### config.mk
export PLATFORM = sky130hd
export DESIGN_NAME = pipe_register
export DESIGN_NICKNAME = d
export VERILOG_FILES = /design/src/rtl/pipe_register.sv
export SDC_FILE = /design/constraint.sdc
export NUM_CORES = 1
export LEC_CHECK = 0
export CORE_ASPECT_RATIO = 1.2
export CORE_UTILIZATION = 42
export DETAILED_ROUTE_END_ITERATION = 16
export PLACE_DENSITY = 0.7
export SLEW_MARGIN = 5
export SYNTH_ARGS = -nofsm -noshare
export SYNTH_HDL_FRONTEND = slang
export SYNTH_SLANG_ARGS = --single-unit
export TNS_END_PERCENT = 10
### constraint.sdc
create_clock -name clk -period 4.4 [get_ports clk]
set_input_delay 0.88 -clock clk [delete_from_list [all_inputs] [get_ports clk]]
set_output_delay 0.88 -clock clk [all_outputs]
set_load 0.005 [all_outputs]
### src/rtl/pipe_register.sv
// Elastic WIDTH x DEPTH pipeline register: valid/ready handshake, bubble collapse, occupancy count.
// Optional synchronous flush port is enabled by defining PIPE_REGISTER_FLUSH_EN.
module pipe_register #(
  parameter int WIDTH = 32,
  parameter int DEPTH = 2,
  localparam int CNT_W = $clog2(DEPTH + 1)
) (
  input  logic             clk,
  input  logic             rst,
`ifdef PIPE_REGISTER_FLUSH_EN
  input  logic             flush,
`endif
  input  logic [WIDTH-1:0] in_data,
  input  logic             in_valid,
  output logic             in_ready,
  output logic [WIDTH-1:0] out_data,
  output logic             out_valid,
  input  logic             out_ready,
  output logic [CNT_W-1:0] occupancy
);

  logic [WIDTH-1:0] r_data [DEPTH];
  logic [DEPTH-1:0] r_vld;
  logic [CNT_W-1:0] r_occ;

  logic [DEPTH-1:0] w_ce;
  logic [DEPTH-1:0] w_vin;
  logic [DEPTH-1:0] w_load;
  logic [DEPTH-1:0] w_vld_nxt;
  logic [WIDTH-1:0] w_din [DEPTH];
  logic [CNT_W-1:0] w_occ_nxt;

  always_comb begin
    w_ce      = '0;
    w_vin     = '0;
    w_load    = '0;
    w_vld_nxt = '0;
    w_occ_nxt = '0;
    for (int unsigned i = 0; i < DEPTH; i++) w_din[i] = '0;

    // Enables ripple from the output side: a stage may advance if the one ahead
    // advances or is itself empty, which is what collapses bubbles under a stall.
    w_ce[DEPTH-1] = out_ready | ~r_vld[DEPTH-1];
    for (int unsigned i = 1; i < DEPTH; i++)
      w_ce[DEPTH-1-i] = w_ce[DEPTH-i] | ~r_vld[DEPTH-1-i];

    w_vin[0] = in_valid;
    w_din[0] = in_data;
    for (int unsigned i = 1; i < DEPTH; i++) begin
      w_vin[i] = r_vld[i-1];
      w_din[i] = r_data[i-1];
    end

    for (int unsigned i = 0; i < DEPTH; i++) begin
      w_vld_nxt[i] = w_ce[i] ? w_vin[i] : r_vld[i];
      w_load[i]    = w_ce[i] & w_vin[i];
    end

`ifdef PIPE_REGISTER_FLUSH_EN
    // Flush invalidates every stage but leaves the data registers untouched.
    if (flush) begin
      w_vld_nxt = '0;
      w_load    = '0;
    end
`endif

    for (int unsigned i = 0; i < DEPTH; i++)
      w_occ_nxt = w_occ_nxt + CNT_W'(w_vld_nxt[i]);
  end

  always_ff @(posedge clk) begin
    if (!rst) begin
      r_vld <= '0;
      r_occ <= '0;
      for (int unsigned i = 0; i < DEPTH; i++) r_data[i] <= '0;
    end else begin
      r_vld <= w_vld_nxt;
      r_occ <= w_occ_nxt;
      for (int unsigned i = 0; i < DEPTH; i++)
        if (w_load[i]) r_data[i] <= w_din[i];
    end
  end

  assign in_ready  = w_ce[0];
  assign out_data  = r_data[DEPTH-1];
  assign out_valid = r_vld[DEPTH-1];
  assign occupancy = r_occ;

endmodule

==> results.json, run 1 <==
{
  "status": "finished, final reports clean",
  "fp.dieW_microns": 80.5,
  "crit_path_frequent_cell": "clkdlybuf4s50_1",
  "cts_resized": 0,
  "endpoint_kind": "primary output",
  "yosysWarnings": 0,
  "path_clk_slew_ns": 0.06,
  "setup_viol": 0,
  "drc": 0,
  "n_antenna_cell": 0,
  "cap_viol_max_count": 0,
  "synthCells": 265,
  "viasPerCell": 4.90,
  "crit_slowest_cell": "clkdlybuf4s50_1",
  "cts_buffers": 9,
  "port_buffers": 71,
  "initialDrtViolationCount": 122,
  "fmax_mhz": 330,
  "coreArea_sq_mm": 0.00698,
  "synth_cell_types": 20,
  "cts_buffer_depth": 2,
  "area_growth_pct": 21.3,
  "insertion_delay_ns": 0.33,
  "cts.sinks": 68,
  "worstSetupStartpointType": "input pin",
  "path_buf_inv": 3,
  "grt_max_degree": 67,
  "crit_type": "in2out",
  "required_ns": 3.52,
  "peakVddDrop_v": 0.000218,
  "grt_pass1_vias": 1721,
  "hold_depth": 2,
  "hold_buffers": 0,
  "final_util_pct": 53.9,
  "hpwl_microns": 3170,
  "synth_seq_area_share_pct": 64.5,
  "min_period_ns": 3.03,
  "power.internal_w": 0.00105,
  "path_delay_family": "buffers and inverters",
  "worst_slack_ns": 1.37,
  "antenna_found_initial": 0,
  "io_pins": 72,
  "finalCritPeriodShare_pct": 68.8,
  "holdWs_ns": 0.587,
  "die_h_microns": 96.1,
  "initial_core_util_pct": 44.5,
  "dieArea_sq_mm": 0.00773,
  "drive_above_1_share_pct": 13.0,
  "power_frac_comb_pct": 11.9,
  "tritoncts": "built",
  "clockPowerShare_pct": 30.2,
  "wl_microns": 5110,
  "seqPwrFrac_pct": 57.9,
  "drt_first_pass_iters": 5,
  "p_per_area_mw_per_mm2": 357,
  "hold_viol": 0,
  "p_sw_share_pct": 22.1,
  "synth_area_sq_mm": 0.00310,
  "rsz0062_at_grt": "no",
  "route.vias.total": 1897,
  "dp_slack_ns": 1.36,
  "gr-total-overflow": 0,
  "max_slew.worst_pin.slew_ns": 0.997,
  "post_cts_buffers": 0,
  "r2r_cells": 5,
  "postRouteAntennaNets": 0,
  "arrival_ns": 2.15,
  "drv_slew": 0,
  "worstPathMaxFanout": 3,
  "skew_ns": 0.00990,
  "fin_nets": 333,
  "grt_pass1_wl_microns": 8070,
  "ys_ff_latch": 68,
  "path_depth": 4,
  "maxSlewHeadroom_pct": 33.3,
  "tns_ns": 0,
  "gp_congestion": 0.750,
  "grt_usage_pct": 14.4,
  "std_cell_rows": 33,
  "hold_class": "reg2reg",
  "htree_num_levels": 3,
  "cts-root-buf": "clkbuf_8",
  "p_leak_nw": 1.41,
  "syn_nets": 302,
  "post_drt_wl_per_cell_microns": 13.2,
  "syn_area_per_cell_sq_um": 11.7,
  "crit_chain": "clkdlybuf4s50_1, and3b_2, inv_1, clkdlybuf4s50_1",
  "power_switching_w": 0.000296,
  "cp_slowest_stage_delay_ns": 0.49
}
## kinds of logic (layout without fill, tap and decap cells)
group | count (synthesis) | count (layout) | synth area share, %
simple gates | 135 | 135 | 22.5
fa+ha+maj | 1 | 1 | 0.403
compound gates | 4 | 4 | 0.806
flops | 68 | 68 | 64.5
buf+inv | 57 | 92 | 11.8
## worst register-to-register path: stages (launching register included)
cell	delay [ns]
dfxtp_1	0.42
and3b_2	0.28
buf_4	0.61
or2_2	0.26
ha_1	0.21
and2_1	0.15
## cell usage after synthesis
library cell	n	area (sq um)
and2_1	2	12.5
and3b_1	1	8.76
buf_2	6	30.0
buf_4	32	240
buf_6	3	33.8
clkbuf_1	12	45.0
clkbuf_2	1	5.00
dfxtp_1	4	80.1
edfxtp_1	64	1920
ha_1	1	12.5
inv_1	3	11.3
nand2_1	64	240
nor2_2	1	6.26
nor2b_1	1	6.26
nor3_1	46	230
nor3_2	18	180
o21a_1	2	15.0
o21ai_0	1	5.00
o21ai_1	1	5.00
or2_2	2	12.5
## cell type report
class / instances / area (sq um)
fill: 621 / 3220
sequential: 68 / 2000
multi-input combinational: 140 / 763
timing repair buffer: 74 / 728
clock buffer: 11 / 131
tap: 87 / 109
clock inverter: 4 / 17.5
inverter: 3 / 11.3
## path summary, 6_finish.rpt
kind,startpoint,end,slack (ns)
worst max-delay path,out_ready,in_ready,1.37
worst min-delay path,r_data[0][18]$_SDFFCE_PN0P_,r_data[0][50]$_SDFFCE_PN0P_,0.59
worst max register to register,r_vld[0]$_SDFF_PN0_,occupancy[0]$_SDFF_PN0_,2.37
worst min register to register,r_data[0][18]$_SDFFCE_PN0P_,r_data[0][50]$_SDFFCE_PN0P_,0.59
## through the flow
step	instances	total power (W)	area, sq um
final	387	0.00134	3760
after CTS	387	0.00136	3760
after floorplan	265	0.000886	3100
after global routing	387	0.00140	3760
after global placement	372	0.000947	3610
after detailed placement	372	0.000953	3610
## per-layer routing
| layer | vias up | global-route usage, % | wire (microns) |
|---|---|---|---|
| met2 | 59 | 23.7 | 2640 |
| met5 | - | 0 | 0 |
| met1 | 882 | 16.3 | 2030 |
| met4 | 0 | 11.3 | 211 |
| li1 | 940 | - | - |
| met3 | 16 | 2.75 | 230 |
## state kept, by name (all words and copies together) (netlist names)
signal	cells
occupancy	2
r_vld	2
r_data	64
## power by group through the flow
| stage | sequential, W | combinational [W] | clock, W |
|---|---|---|---|
| 2_1_floorplan | 0.000788 | 0.0000973 | 0 |
| 3_3_place_gp | 0.000789 | 0.000158 | 0 |
| 3_5_place_dp | 0.000791 | 0.000162 | 0 |
| 4_1_cts | 0.000777 | 0.000162 | 0.000419 |
| 5_1_grt | 0.000781 | 0.000176 | 0.000442 |
| 6_report | 0.000777 | 0.000160 | 0.000405 |
## cell usage in the layout (no fill, tap or decap)
cell type and instances:
edfxtp_1 64, nor2_4 1, and3b_2 1, buf_4 3
ha_1 1, nor3_2 18, nand2_1 64, clkinv_1 2
dfxtp_1 4, clkdlybuf4s50_1 70, o21ai_4 2, o21a_1 2
nor3_1 46, clkinv_2 2, clkbuf_8 9, inv_1 3
clkbuf_1 2, or2_2 2, buf_2 1, and2_1 2
nor2b_1 1
Note: power is estimated with default switching activity, not from simulation.
==> inputs of run 2 (changes only) <==
--- a/config.mk
+++ b/config.mk
@@ -8,7 +8,7 @@
 export CORE_ASPECT_RATIO = 1.2
 export CORE_UTILIZATION = 42
 export DETAILED_ROUTE_END_ITERATION = 16
-export PLACE_DENSITY = 0.7
+export PLACE_DENSITY = 0.73
 export SLEW_MARGIN = 5
 export SYNTH_ARGS = -nofsm -noshare
 export SYNTH_HDL_FRONTEND = slang
==> constraint.sdc (replaced) <==
create_clock -name clk -period 2.54 [get_ports clk]
set_input_delay 0.508 -clock clk [delete_from_list [all_inputs] [get_ports clk]]
set_output_delay 0.508 -clock clk [all_outputs]
set_load 0.005 [all_outputs]
==> run 2 against run 1 <==
Routed wire length about the same. Via count decreased by 0.53%. Hold slack worse by 0.0051 ns. First-iteration DRC count is 14% higher. Sequential share of layout area down 1.3 points. Total power is 83% higher. Sequential power grew 72%. Clock skew is 0.0045 ns lower. Core utilization is 1.3 points higher. Sequential cell count unchanged. Critical endpoint unchanged. Largest cell class unchanged.
==> results.json, run 2 (same netlist as run 1, synthesis figures left out) <==
{
  "viasPerCell": 4.79,
  "cts-root-buf": "clkbuf_8",
  "post_drt_wl_per_cell_microns": 13.0,
  "hold_buffers": 0,
  "max_slew.worst_pin.slew_ns": 0.442,
  "coreArea_sq_mm": 0.00698,
  "initialDrtViolationCount": 139,
  "hpwl_microns": 3380,
  "wl_microns": 5100,
  "p_leak_nw": 1.46,
  "worstSetupStartpointType": "input pin",
  "path_clk_slew_ns": 0.07,
  "port_buffers": 71,
  "fin_nets": 339,
  "cts_resized": 0,
  "final_cell_mix": "clkdlybuf4s50_1 (70), nand2_1 (64), edfxtp_1 (64)",
  "power_w": 0.00246,
  "hold_class": "reg2reg",
  "n_antenna_cell": 0,
  "final_util_pct": 55.2,
  "gr-total-overflow": 0,
  "cts_buffer_depth": 2,
  "skew_ns": 0.00543,
  "hold_viol": 0,
  "largest_register": "r_data",
  "area_growth_pct": 24.3,
  "grt_pass1_wl_microns": 8260,
  "setup_viol": 0,
  "drc": 0,
  "fmax_mhz": 443,
  "die_h_microns": 96.1,
  "status": "finished, final reports clean",
  "antenna_found_initial": 0,
  "htree_num_levels": 3,
  "endpoint_kind": "primary output",
  "cap_viol_max_count": 0,
  "gp_congestion": 0.725,
  "insertion_delay_ns": 0.34,
  "p_per_area_mw_per_mm2": 637,
  "drv_slew": 0,
  "std_cell_rows": 33,
  "postRouteAntennaNets": 0,
  "required_ns": 2.03,
  "grt_max_degree": 35,
  "tritoncts": "built",
  "crit_type": "in2out",
  "grt_usage_pct": 14.8,
  "peakVddDrop_v": 0.000308,
  "rsz0062_at_grt": "no",
  "initial_core_util_pct": 44.5,
  "drt_first_pass_iters": 4,
  "min_period_ns": 2.26,
  "route.vias.total": 1887,
  "io_pins": 72,
  "finalCritPeriodShare_pct": 88.9,
  "post_cts_buffers": 0,
  "fp.dieW_microns": 80.5,
  "drive_above_1_share_pct": 15.6,
  "grt_pass1_vias": 1795,
  "arrival_ns": 1.75,
  "maxSlewHeadroom_pct": 70.5,
  "dieArea_sq_mm": 0.00773,
  "final_common_cell": "clkdlybuf4s50_1",
  "largest_reg_flops": 64,
  "cts_buffers": 9,
  "cts.sinks": 68,
  "worstPathMaxFanout": 2
}
run 2: cell count changes in the layout (fill, tap and decap cells not counted), sizes merged:
cell | before | now
clkinvlp | 0 | 1
clkinv | 4 | 3
bufinv | 0 | 1
buf | 4 | 10
run 2: final cells by class:
class / count / area (sq um)
Fill cell: 621 / 3120
Clock inverter: 5 / 52.6
Multi-Input combinational cell: 140 / 763
Tap cell: 87 / 109
Sequential cell: 68 / 2000
Timing Repair Buffer: 80 / 786
Inverter: 3 / 11.3
Clock buffer: 11 / 131
run 2: report_power, final:
group | switching [W] | total, W | internal (W)
clock network | 0.000380 | 0.000828 | 0.000449
registers | 0.0000233 | 0.00134 | 0.00132
logic | 0.000127 | 0.000284 | 0.000157
total | 0.000530 | 0.00246 | 0.00193
run 2: critical path, stage by stage:
cell             delay, ns
clkdlybuf4s50_1       0.48
and3b_2               0.23
inv_1                 0.05
clkdlybuf4s50_1       0.49
run 2: path summary, 6_finish.rpt:
check                                  start  depth (start not counted)  slack (ns)                          end
setup / recovery                   out_ready                          4        0.28                     in_ready
hold reg to reg   r_data[0][6]$_SDFFCE_PN0P_                          2        0.58  r_data[0][38]$_SDFFCE_PN0P_
setup reg to reg         r_vld[0]$_SDFF_PN0_                          4        0.95   r_data[0][3]$_SDFFCE_PN0P_
hold / removal    r_data[0][6]$_SDFFCE_PN0P_                          2        0.58  r_data[0][38]$_SDFFCE_PN0P_
run 2: through the flow:
step	setup TNS [ns]	instance area (sq um)	instances	hold WS (ns)	setup WS (ns)
final	0	3850	394	0.581	0.282
after global routing	0	3850	394	0.620	0.214
after CTS	0	3850	394	0.588	0.263
after detailed placement	0	3670	378	0.569	0.263
after global placement	0	3670	378	0.564	0.255
after floorplan	-12.93	3100	265	0.512	-0.404
run 2: metal layers:
layer	track usage, %	share of wire [%]	up-vias
li1	-	-	955
met1	15.5	37	867
met2	25.7	55	50
met3	3.98	4.4	15
met4	9.97	3.7	0
met5	0	0	-
